## config.mk

```make
export PLATFORM = sky130hd
export DESIGN_NAME = decode_stage_flat
export DESIGN_NICKNAME = d
export VERILOG_FILES = /design/src/rtl/riscv_pkg.sv /design/src/rtl/decode_stage_if.sv /design/src/rtl/decode_stage.sv /design/src/flat_wrapper.sv
export SDC_FILE = /design/constraint.sdc
export NUM_CORES = 2
export LEC_CHECK = 0
export CAP_MARGIN = 10
export CORE_MARGIN = 2
export CORE_UTILIZATION = 35
export CTS_CLUSTER_SIZE = 10
export DETAILED_ROUTE_END_ITERATION = 8
export PLACE_DENSITY = 0.5
export SLEW_MARGIN = 40
export SYNTH_ARGS = -nofsm -noshare
export SYNTH_HDL_FRONTEND = slang
export SYNTH_SLANG_ARGS = --single-unit
```

## constraint.sdc

```tcl
create_clock -name clk_i -period 8.2 [get_ports clk_i]
set_input_delay 0.82 -clock clk_i [delete_from_list [all_inputs] [get_ports clk_i]]
set_output_delay 0.82 -clock clk_i [all_outputs]
set_load 0.1 [all_outputs]
```

## src/rtl/riscv_pkg.sv

```systemverilog
// Shared RV32I constants: datapath width and the base opcode map.
package riscv_pkg;

  localparam int XLEN = 32;

  localparam logic [6:0] OPC_LUI    = 7'b0110111;
  localparam logic [6:0] OPC_AUIPC  = 7'b0010111;
  localparam logic [6:0] OPC_JAL    = 7'b1101111;
  localparam logic [6:0] OPC_JALR   = 7'b1100111;
  localparam logic [6:0] OPC_BRANCH = 7'b1100011;
  localparam logic [6:0] OPC_LOAD   = 7'b0000011;
  localparam logic [6:0] OPC_STORE  = 7'b0100011;
  localparam logic [6:0] OPC_OP_IMM = 7'b0010011;
  localparam logic [6:0] OPC_OP     = 7'b0110011;
  localparam logic [6:0] OPC_FENCE  = 7'b0001111;
  localparam logic [6:0] OPC_SYSTEM = 7'b1110011;

endpackage

```

## src/rtl/decode_stage_if.sv

```systemverilog
// Fetch <-> decode link: fetched PC/instruction forward, redirect request back.
interface decode_stage_if;
  import riscv_pkg::*;

  logic [XLEN-1:0] pc_i;
  logic [31:0]     instr_i;
  logic            update_i;
  logic [XLEN-1:0] jump_pc_o;
  logic            jump_pc_valid_o;

  // Fetch side: presents instructions, follows redirects.
  modport master (
    output pc_i,
    output instr_i,
    output update_i,
    input  jump_pc_o,
    input  jump_pc_valid_o
  );

  // Decode side: consumes instructions, issues redirects.
  modport slave (
    input  pc_i,
    input  instr_i,
    input  update_i,
    output jump_pc_o,
    output jump_pc_valid_o
  );

endinterface

```

## src/rtl/decode_stage.sv

```systemverilog
// RV32I decode stage: IF/ID register, 32x32 register file with write-through
// bypass, immediate generation, and jump/branch resolution with redirect.
module decode_stage
  import riscv_pkg::*;
#(
  parameter logic [31:0] NOP_INSTR = 32'h0000_0013
) (
  input  logic            clk_i,
  input  logic            rstn_i,
  input  logic            stallD_i,
  input  logic            flushD_i,
  decode_stage_if.slave   fetch_if,
  input  logic            wb_en_i,
  input  logic [4:0]      wb_rd_i,
  input  logic [XLEN-1:0] wb_data_i,
  output logic            valid_o,
  output logic [XLEN-1:0] pc_o,
  output logic [4:0]      rs1_addr_o,
  output logic [4:0]      rs2_addr_o,
  output logic [4:0]      rd_addr_o,
  output logic [XLEN-1:0] rs1_data_o,
  output logic [XLEN-1:0] rs2_data_o,
  output logic [XLEN-1:0] imm_o,
  output logic [6:0]      opcode_o,
  output logic [2:0]      funct3_o,
  output logic            funct7b5_o,
  output logic            illegal_o
);

  // Immediate formats, all sign-extended from instruction bit 31
  function automatic logic [XLEN-1:0] imm_i_fmt(input logic [31:0] ins);
    return {{20{ins[31]}}, ins[31:20]};
  endfunction

  function automatic logic [XLEN-1:0] imm_s_fmt(input logic [31:0] ins);
    return {{20{ins[31]}}, ins[31:25], ins[11:7]};
  endfunction

  function automatic logic [XLEN-1:0] imm_b_fmt(input logic [31:0] ins);
    return {{19{ins[31]}}, ins[31], ins[7], ins[30:25], ins[11:8], 1'b0};
  endfunction

  function automatic logic [XLEN-1:0] imm_u_fmt(input logic [31:0] ins);
    return {ins[31:12], 12'b0};
  endfunction

  function automatic logic [XLEN-1:0] imm_j_fmt(input logic [31:0] ins);
    return {{11{ins[31]}}, ins[31], ins[19:12], ins[20], ins[30:21], 1'b0};
  endfunction

  logic            valid_q;
  logic [XLEN-1:0] pc_q;
  logic [31:0]     instr_q;
  logic [XLEN-1:0] rf_q [32];

  logic [6:0]             opcode;
  logic [2:0]             funct3;
  logic [4:0]             rs1_addr;
  logic [4:0]             rs2_addr;
  logic [XLEN-1:0]        rs1_data;
  logic [XLEN-1:0]        rs2_data;
  logic signed [XLEN-1:0] rs1_sdata;
  logic signed [XLEN-1:0] rs2_sdata;
  logic [XLEN-1:0]        imm;
  logic                   is_jal;
  logic                   is_jalr;
  logic                   is_branch;
  logic                   opc_known;
  logic                   illegal;
  logic                   br_taken;
  logic                   jump_req;
  logic [XLEN-1:0]        jump_target;

  assign opcode    = instr_q[6:0];
  assign funct3    = instr_q[14:12];
  assign rs1_addr  = instr_q[19:15];
  assign rs2_addr  = instr_q[24:20];
  assign is_jal    = (opcode == OPC_JAL);
  assign is_jalr   = (opcode == OPC_JALR);
  assign is_branch = (opcode == OPC_BRANCH);
  assign rs1_sdata = rs1_data;
  assign rs2_sdata = rs2_data;

  // IF/ID register: flush and redirect bubble, stall holds, otherwise load
  always_ff @(posedge clk_i or negedge rstn_i) begin
    if (!rstn_i) begin
      valid_q <= 1'b0;
      pc_q    <= '0;
      instr_q <= NOP_INSTR;
    end else if (flushD_i || jump_req) begin
      valid_q <= 1'b0;
      instr_q <= NOP_INSTR;
    end else if (!stallD_i) begin
      valid_q <= fetch_if.update_i;
      pc_q    <= fetch_if.pc_i;
      instr_q <= fetch_if.instr_i;
    end
  end

  // Register file write port; x0 is never written
  always_ff @(posedge clk_i or negedge rstn_i) begin
    if (!rstn_i) begin
      for (int i = 0; i < 32; i++) begin
        rf_q[i] <= '0;
      end
    end else if (wb_en_i && (wb_rd_i != 5'd0)) begin
      rf_q[wb_rd_i] <= wb_data_i;
    end
  end

  // Operand read with write-through so write-back is visible the same cycle
  always_comb begin
    rs1_data = '0;
    rs2_data = '0;
    if (rs1_addr != 5'd0) begin
      rs1_data = (wb_en_i && (wb_rd_i == rs1_addr)) ? wb_data_i : rf_q[rs1_addr];
    end
    if (rs2_addr != 5'd0) begin
      rs2_data = (wb_en_i && (wb_rd_i == rs2_addr)) ? wb_data_i : rf_q[rs2_addr];
    end
  end

  // Immediate format chosen by opcode; unknown formats give zero
  always_comb begin
    case (opcode)
      OPC_LOAD, OPC_OP_IMM, OPC_JALR: imm = imm_i_fmt(instr_q);
      OPC_STORE:                      imm = imm_s_fmt(instr_q);
      OPC_BRANCH:                     imm = imm_b_fmt(instr_q);
      OPC_LUI, OPC_AUIPC:             imm = imm_u_fmt(instr_q);
      OPC_JAL:                        imm = imm_j_fmt(instr_q);
      default:                        imm = '0;
    endcase
  end

  // Illegal detection: unknown opcode, reserved branch funct3, or bad JALR funct3
  always_comb begin
    case (opcode)
      OPC_LUI, OPC_AUIPC, OPC_JAL, OPC_JALR, OPC_BRANCH, OPC_LOAD,
      OPC_STORE, OPC_OP_IMM, OPC_OP, OPC_FENCE, OPC_SYSTEM: opc_known = 1'b1;
      default:                                             opc_known = 1'b0;
    endcase
    illegal = valid_q && (!opc_known
                          || (is_branch && (funct3[2:1] == 2'b01))
                          || (is_jalr && (funct3 != 3'b000)));
  end

  // Branch condition evaluated on the bypassed operands
  always_comb begin
    case (funct3)
      3'b000:  br_taken = (rs1_data == rs2_data);
      3'b001:  br_taken = (rs1_data != rs2_data);
      3'b100:  br_taken = (rs1_sdata < rs2_sdata);
      3'b101:  br_taken = (rs1_sdata >= rs2_sdata);
      3'b110:  br_taken = (rs1_data < rs2_data);
      3'b111:  br_taken = (rs1_data >= rs2_data);
      default: br_taken = 1'b0;
    endcase
  end

  // Redirect target; non-control instructions point at the fall-through PC
  always_comb begin
    if (is_jal) begin
      jump_target = pc_q + imm;
    end else if (is_jalr) begin
      jump_target = (rs1_data + imm) & ~XLEN'(1);
    end else if (is_branch) begin
      jump_target = pc_q + imm;
    end else begin
      jump_target = pc_q + XLEN'(4);
    end
  end

  // No redirect while stalled: the operands may not be final yet
  assign jump_req = valid_q && !stallD_i && !illegal
                    && (is_jal || is_jalr || (is_branch && br_taken));

  assign fetch_if.jump_pc_o       = jump_target;
  assign fetch_if.jump_pc_valid_o = jump_req;

  assign valid_o    = valid_q;
  assign pc_o       = pc_q;
  assign rs1_addr_o = rs1_addr;
  assign rs2_addr_o = rs2_addr;
  assign rd_addr_o  = instr_q[11:7];
  assign rs1_data_o = rs1_data;
  assign rs2_data_o = rs2_data;
  assign imm_o      = imm;
  assign opcode_o   = opcode;
  assign funct3_o   = funct3;
  assign funct7b5_o = instr_q[30];
  assign illegal_o  = illegal;

endmodule
```

## src/flat_wrapper.sv

```systemverilog
// flat-port wrapper written by rule: the top's interface ports become plain ports
module decode_stage_flat import riscv_pkg::*;
#(
  parameter logic [31:0] NOP_INSTR = 32'h0000_0013
)
  (clk_i, rstn_i, stallD_i, flushD_i, wb_en_i, wb_rd_i, wb_data_i, valid_o, pc_o, rs1_addr_o, rs2_addr_o, rd_addr_o, rs1_data_o, rs2_data_o, imm_o, opcode_o, funct3_o, funct7b5_o, illegal_o, fetch_if_pc_i, fetch_if_instr_i, fetch_if_update_i, fetch_if_jump_pc_o, fetch_if_jump_pc_valid_o);
  decode_stage_if fetch_if_i ();
  input  logic clk_i;
  input  logic rstn_i;
  input  logic stallD_i;
  input  logic flushD_i;
  input  logic wb_en_i;
  input  logic [4:0] wb_rd_i;
  input  logic [XLEN-1:0] wb_data_i;
  output logic valid_o;
  output logic [XLEN-1:0] pc_o;
  output logic [4:0] rs1_addr_o;
  output logic [4:0] rs2_addr_o;
  output logic [4:0] rd_addr_o;
  output logic [XLEN-1:0] rs1_data_o;
  output logic [XLEN-1:0] rs2_data_o;
  output logic [XLEN-1:0] imm_o;
  output logic [6:0] opcode_o;
  output logic [2:0] funct3_o;
  output logic funct7b5_o;
  output logic illegal_o;
  input wire logic [$bits(fetch_if_i.pc_i)-1:0] fetch_if_pc_i;
  input wire logic [$bits(fetch_if_i.instr_i)-1:0] fetch_if_instr_i;
  input wire logic [$bits(fetch_if_i.update_i)-1:0] fetch_if_update_i;
  output wire logic [$bits(fetch_if_i.jump_pc_o)-1:0] fetch_if_jump_pc_o;
  output wire logic [$bits(fetch_if_i.jump_pc_valid_o)-1:0] fetch_if_jump_pc_valid_o;
  assign fetch_if_i.pc_i = fetch_if_pc_i;
  assign fetch_if_i.instr_i = fetch_if_instr_i;
  assign fetch_if_i.update_i = fetch_if_update_i;
  assign fetch_if_jump_pc_o = fetch_if_i.jump_pc_o;
  assign fetch_if_jump_pc_valid_o = fetch_if_i.jump_pc_valid_o;
  decode_stage #(.NOP_INSTR(NOP_INSTR)) u_core (.clk_i(clk_i), .rstn_i(rstn_i), .stallD_i(stallD_i), .flushD_i(flushD_i), .fetch_if(fetch_if_i), .wb_en_i(wb_en_i), .wb_rd_i(wb_rd_i), .wb_data_i(wb_data_i), .valid_o(valid_o), .pc_o(pc_o), .rs1_addr_o(rs1_addr_o), .rs2_addr_o(rs2_addr_o), .rd_addr_o(rd_addr_o), .rs1_data_o(rs1_data_o), .rs2_data_o(rs2_data_o), .imm_o(imm_o), .opcode_o(opcode_o), .funct3_o(funct3_o), .funct7b5_o(funct7b5_o), .illegal_o(illegal_o));
endmodule
```

# ---- Word-level counts from Yosys, hierarchy flattened
# Index checks and enable logic that the tools add are counted.
dict set report word_totals {
  reg_bits 1089
  latch_bits 0
  mem_bits_rw 0
  rom_bits 0
  out_inout_bits 189
  memories 0
}
dict set report classes {
  addsub 3
  multipliers 0
  n_div 0
  order_cmp 8
  n_eq_ne 22
  shift 0
  mux 23
  bitwise_logic 5
  n_reduce_logical 28
}
# operator n
set ops {}
lappend ops {{1024-bit bitwise mux} 1}
lappend ops {{32-bit two-way mux} 14}
lappend ops {{32-bit binary-select mux with 5-bit select} 2}
lappend ops {{32-bit demux with 5-bit select} 1}
lappend ops {{32-bit one-hot mux with 5 select lines} 1}
lappend ops {{32-bit adder} 2}
lappend ops {{32-bit >= comparator} 2}
lappend ops {{32-bit < comparator} 2}
lappend ops {{32-bit by 3-bit adder with 32-bit output (second input constant)} 1}
lappend ops {{32-bit == test} 1}
lappend ops {{32-bit != test} 1}
lappend ops {{7-bit == test (second input constant)} 4}
lappend ops {{7-bit by 6-bit == test with 1-bit output (second input constant)} 3}
lappend ops {{6-bit >= comparator (second input constant)} 3}
lappend ops {{5-bit inverter with 6-bit output} 3}
lappend ops {{5-bit nonzero test} 3}
lappend ops {{7-bit by 5-bit == test with 1-bit output (second input constant)} 2}
lappend ops {{3-bit == test (second input constant)} 4}
lappend ops {{1-bit logical AND} 11}
lappend ops {{11-bit OR reduction} 1}
lappend ops {{5-bit == test} 2}
lappend ops {{7-bit by 2-bit == test with 1-bit output (second input constant)} 1}
lappend ops {{7-bit by 4-bit == test with 1-bit output (second input constant)} 1}
lappend ops {{6-bit by 1-bit < comparator with 1-bit output (second input constant)} 1}
lappend ops {{other kinds (13)} 22}

# ---- Depth between registers and ports, before layout
dict set report logic_depth {
  ltp_word 14
  mapped_depth 27
  ltp_nobuf 20
}

# ---- Least setup slack after synthesis
# OpenSTA, ideal clock, no wires.
dict set report synth_path {
  path_kind {register to output}
  start {register u_core.instr_q[15]}
  end {output port fetch_if_jump_pc_o[27]}
  arrival_ps 9700
  required_time_ps 7380
  path_slack_ps -2320
  path_stages_with_launch 23
  n_path_buf 7
  path_cell_list {dfrtp_1 buf_6 buf_6 buf_2 clkbuf_1 buf_1 buf_1 mux4_2 mux4_2 mux2i_1 a211oi_1 ha_1 clkbuf_1 nor2b_1 o21a_1 o21a_1 o21ai_0 nand2b_1 a221oi_1 o31ai_1 a21boi_0 xor2_1 a221oi_1}
}
dict set report synth_via {
  elab_chain_cells 9
}
# element line_no
set synth_lines {}
lappend synth_lines {{start: declaration} decode_stage.sv:53} ;# logic [31:0] instr_q;
lappend synth_lines {{start signal: assignment} decode_stage.sv:96} ;# instr_q <= fetch_if.instr_i;
lappend synth_lines {{5-bit inverter with 6-bit output (not written as such)} decode_stage.sv:116} ;# rs1_data = (wb_en_i && (wb_rd_i == rs1_addr)) ? wb_data_i : rf_q[rs1_addr];
lappend synth_lines {{32-bit binary-select mux with 5-bit select} decode_stage.sv:116}
lappend synth_lines {{32-bit two-way mux (not written as such) (2 in a row)} decode_stage.sv:116}
lappend synth_lines {{32-bit two-way mux} decode_stage.sv:116}
lappend synth_lines {{32-bit two-way mux (*)} decode_stage.sv:115} ;# if (rs1_addr != 5'd0) begin
lappend synth_lines {{named net rs1_data_o[11]} flat_wrapper.sv:20} ;# output logic [XLEN-1:0] rs1_data_o;
lappend synth_lines {{32-bit adder (*)} decode_stage.sv:165} ;# jump_target = (rs1_data + imm) & ~XLEN'(1);
lappend synth_lines {{32-bit two-way mux (*)} decode_stage.sv:164} ;# end else if (is_jalr) begin
lappend synth_lines {{32-bit two-way mux (*)} decode_stage.sv:162} ;# if (is_jal) begin
lappend synth_lines {{end: declaration} flat_wrapper.sv:30} ;# output wire logic [$bits(fetch_if_i.jump_pc_o)-1:0] fetch_if_jump_pc_o;
# Mark *: on every way through the listed nets, which the timed path passes. The rest lies on a longest branch. The select of a mux whose other input is x is not followed.

# ---- Worst setup path after layout
dict set report layout_path {
  start {register u_core.instr_q[16]}
  end {output port fetch_if_jump_pc_valid_o}
}
dict set report layout_via {
  elab_chain_cells 11
}
# element line_no
set layout_lines {}
lappend layout_lines {{5-bit inverter with 6-bit output (not written as such)} decode_stage.sv:116}
lappend layout_lines {{32-bit binary-select mux with 5-bit select} decode_stage.sv:116}
lappend layout_lines {{32-bit two-way mux (not written as such) (2 in a row)} decode_stage.sv:116}
lappend layout_lines {{32-bit two-way mux} decode_stage.sv:116}
lappend layout_lines {{32-bit two-way mux (*)} decode_stage.sv:115}
lappend layout_lines {{32-bit >= comparator, or another cell as far along} decode_stage.sv:155} ;# 3'b111: br_taken = (rs1_data >= rs2_data);
lappend layout_lines {{1-bit one-hot mux with 6 select lines (*)} decode_stage.sv:149} ;# case (funct3)
lappend layout_lines {{1-bit logical AND (*)} decode_stage.sv:175} ;# && (is_jal || is_jalr || (is_branch && br_taken));
lappend layout_lines {{1-bit logical OR (*)} decode_stage.sv:175}
lappend layout_lines {{1-bit logical AND (*)} decode_stage.sv:175}
lappend layout_lines {{end: declaration} flat_wrapper.sv:31} ;# output wire logic [$bits(fetch_if_i.jump_pc_valid_o)-1:0] fetch_if_jump_pc_valid_o;
# Every way passes the cells marked *; elsewhere a longest branch is shown, timed or not. The select of a mux whose other input is x is not followed.

==> qor.csv <==
stage,metric,value,unit
outcome,outcome,finished clean,
sta,worst clock skew,0.03195,ns
grt,largest net degree at the start of global routing,148,
worst_setup_path,Critical Path Max Stage Delay,0.66,ns
worst_setup_path,CP max-delay cell,dfrtp_4,
sta,Period minus WS final,8.036,ns
grt,global-route wire length before repair,342200,µm
worst_setup_path,most frequent CP cell,buf_12,
sta,# setup viols final,0,
cells_and_area,"most common cell after layout, fill and taps aside",dfrtp_1,
power,Peak VDD IR,0.2409,mV
logic_synthesis,synthesized netlist cell count,4576,
routing,DR vias,43150,
logic_synthesis,ys flop type,dfrtp_1,
sta,slew margin rel.,39.25,%
clock_network,clock buffer depth,3,
worst_setup_path,Worst setup EP type,output pin,
routing,Detailed Route Iter0 Violations,3720,
worst_setup_path,startpoint types,flip-flop,
sta,fmax,0.1244,GHz
place,worst slack at placement,0.09967,ns
clock_network,CTS root buffer,clkbuf_16,
clock_network,worst skew pair latency,0.80,ns
logic_synthesis,post-synthesis sequential area ratio,42.87,%
routing,Routed WL per cell,33.46,µm
grt,overall routing resource usage,25.75,%
place,placed insts,6963,
power,PD cells,236.9,nW/µm²
floorplanning,die width,430.2,µm
logic_synthesis,Synth cell types,82,
cells_and_area,final core occ,41.08,%
logic_synthesis,Synth Warn #,0,
logic_synthesis,Post-synth EDFFs,0,
clock_network,CTS H-tree depth,4,
grt,GRT Residual Overflow,0,
floorplanning,core box area,180500,µm²
routing,# DRC,0,
routing,ANT nets after route,0,
worst_setup_path,Critical Path RT,7.38,ns
floorplanning,Die Y,430.2,µm
clock_network,CTS tree,done,
place,port bufs,295,
routing,Initial DRT Pass Iterations,5,
cells_and_area,Non-Filler Instances,7193,
routing,total routed wirelength,240700,µm
floorplanning,Die ar.,185100,µm²
logic_synthesis,Mapped Area,63570,µm²
sta,hold slack,0.3911,ns
cells_and_area,post-route cell area,74170,µm²
sta,Final Hold Vio Count,0,
sta,worst-margin pin slew,0.9112,ns
cells_and_area,"commonest non-fill, non-tap cells in the layout","dfrtp_1, mux2_2, mux4_2",
sta,"Slew Viols, Final",0,
floorplanning,io pins,296,
clock_network,CTS sink count,1089,
place,DPL Wire Length,152800,µm
worst_setup_path,critical path class,reg2out,
worst_setup_path,CP Cell Sequence,"buf_12, xnor2_2, nand3_4, buf_12, nor2_1, a211oi_4, buf_4, ha_1, nand4_1, nor3_4, nand4_1, or2_2, or4b_4, mux2i_4, nor2_1, mux2_2, or4b_4, a21o_4, inv_6, buf_12",
logic_synthesis,#FFs+latches synth,1089,
grt,initial antenna violation count,12,
routing,Via-to-Cell Ratio,5.999,
place,gp weighted congestion,0.8807,
logic_synthesis,ys async rst share,100.0,%
cells_and_area,synthesis-to-finish area growth,16.67,%
worst_setup_path,crit path DAT,7.22,ns
place,"Cell Area, Placed",69720,µm²
sta,final period utilization,98.00,%
floorplanning,Rows,156,
sta,worst setup margin,0.1643,ns
logic_synthesis,Synth Area per Inst,13.89,µm²
cells_and_area,# nets final,4951,
run,Max Cap Viol,0,
clock_network,Clock transition at path regs,0.05,ns
grt,vias in the first global route,44040,
floorplanning,Initial Utilization,35.21,%
clock_network,total CTS buffers,135,
logic_synthesis,Syn Nets,4777,
cells_and_area,share of cells above drive strength 1,48.46,%
worst_setup_path,Worst Path Max Fanout,25,
power,Leak,31.65,nW
worst_hold_path,worst hold path class,reg2reg,
[final cells by class]
| class | instances | area [µm²] |
|---|---|---|
| diodes | 7 | 17.52 |
| clock buffers | 183 | 3711 |
| clock inverters | 20 | 246.5 |
| fillers | 16630 | 106400 |
| inverters | 94 | 357.8 |
| multi-input cells | 2904 | 34630 |
| flip-flops and latches | 1089 | 27290 |
| well taps | 2370 | 2965 |
| repair buffers | 526 | 4943 |
[per-layer routing]
layer | vias up | wire length [µm] | GRT usage [%]
li1 | 17830 | - | -
met1 | 23520 | 106400 | 35.79
met2 | 1461 | 111200 | 40.58
met3 | 325 | 15170 | 4.985
met4 | 10 | 7834 | 8.254
met5 | - | 57 | 0
[worst max-delay path, delay by kind of cell (launching register included)]
family | cells | cell delay (ns)
AO/OA/AOI/OAI | 2 | 0.34
AND/OR/NAND/NOR | 9 | 2.98
flip-flops | 1 | 0.66
multiplexers | 2 | 0.47
XOR/XNOR | 1 | 0.61
buffers and inverters | 5 | 1.00
adder cells (fa/ha/maj) | 1 | 0.30
[registers in the layout, indices dropped and copies added, names as in the netlist]
name            cells
u_core.instr_q     32
u_core.rf_q      1024
u_core.pc_o        32
u_core.valid_o      1
[metrics by stage]
| stage | setup TNS, ns | power (mW) |
|---|---|---|
| 5_1_grt | -0.002935 | 18.30 |
| 3_5_place_dp | 0 | 11.93 |
| 3_3_place_gp | 0 | 11.91 |
| 2_1_floorplan | -0.03965 | 10.39 |
| 4_1_cts | 0 | 17.65 |
| 6_report | 0 | 17.57 |
[worst paths after layout]
kind	cells past startpoint	slack (ns)	from	end
setup reg to reg	21	1.01	u_core.instr_q[16]	u_core.instr_q[18]
max in group asynchronous	5	5.71	rstn_i	u_core.rf_q[984]
min in group asynchronous	2	0.56	rstn_i	u_core.pc_o[10]
setup / recovery	20	0.16	u_core.instr_q[16]	fetch_if_jump_pc_valid_o
hold / removal	0	0.39	u_core.rf_q[1012]	u_core.rf_q[1012]
hold reg to reg	0	0.39	u_core.rf_q[1012]	u_core.rf_q[1012]
[synth_stat cells, types with 58 or more instances]
cell | instances | area share [%]
mux2_2 | 966 | 17
o21ai_0 | 136 | 1.1
mux4_2 | 620 | 22
mux2i_1 | 123 | 1.9
inv_1 | 93 | 0.55
dfrtp_1 | 1086 | 43
a21oi_1 | 73 | 0.57
ha_1 | 92 | 1.8
a21o_1 | 58 | 0.68
nand2_1 | 145 | 0.86
clkbuf_1 | 394 | 2.3
nor2_1 | 106 | 0.63
[report_power, final]
| group | internal, mW | switching, mW |
|---|---|---|
| Sequential | 6.37 | 0.757 |
| Clock | 3.23 | 2.41 |
| Combinational | 2.28 | 2.52 |
[cells by family (layout without fill, tap and decap cells)]
group | count (synthesis) | after routing | synth area share (%)
flip-flops | 1089 | 1089 | 42.87
AO/OA/AOI/OAI | 482 | 482 | 5.049
other | 0 | 7 | 0
AND/OR/NAND/NOR | 524 | 525 | 4.139
XOR/XNOR | 92 | 92 | 1.268
adder cells (fa/ha/maj) | 95 | 95 | 1.890
multiplexers | 1710 | 1710 | 41.05
buffers and inverters | 584 | 823 | 3.732
[repair_timing]
item,in CTS,in global routing
hold buffers,1,0
cloned,0,3
pin swaps,0,3
endpoints found under the hold margin,51,0
buffers inserted,8,4
endpoints found under the setup margin,1,1
resized for setup,5,16
Power figures use the tool's default switching activity.
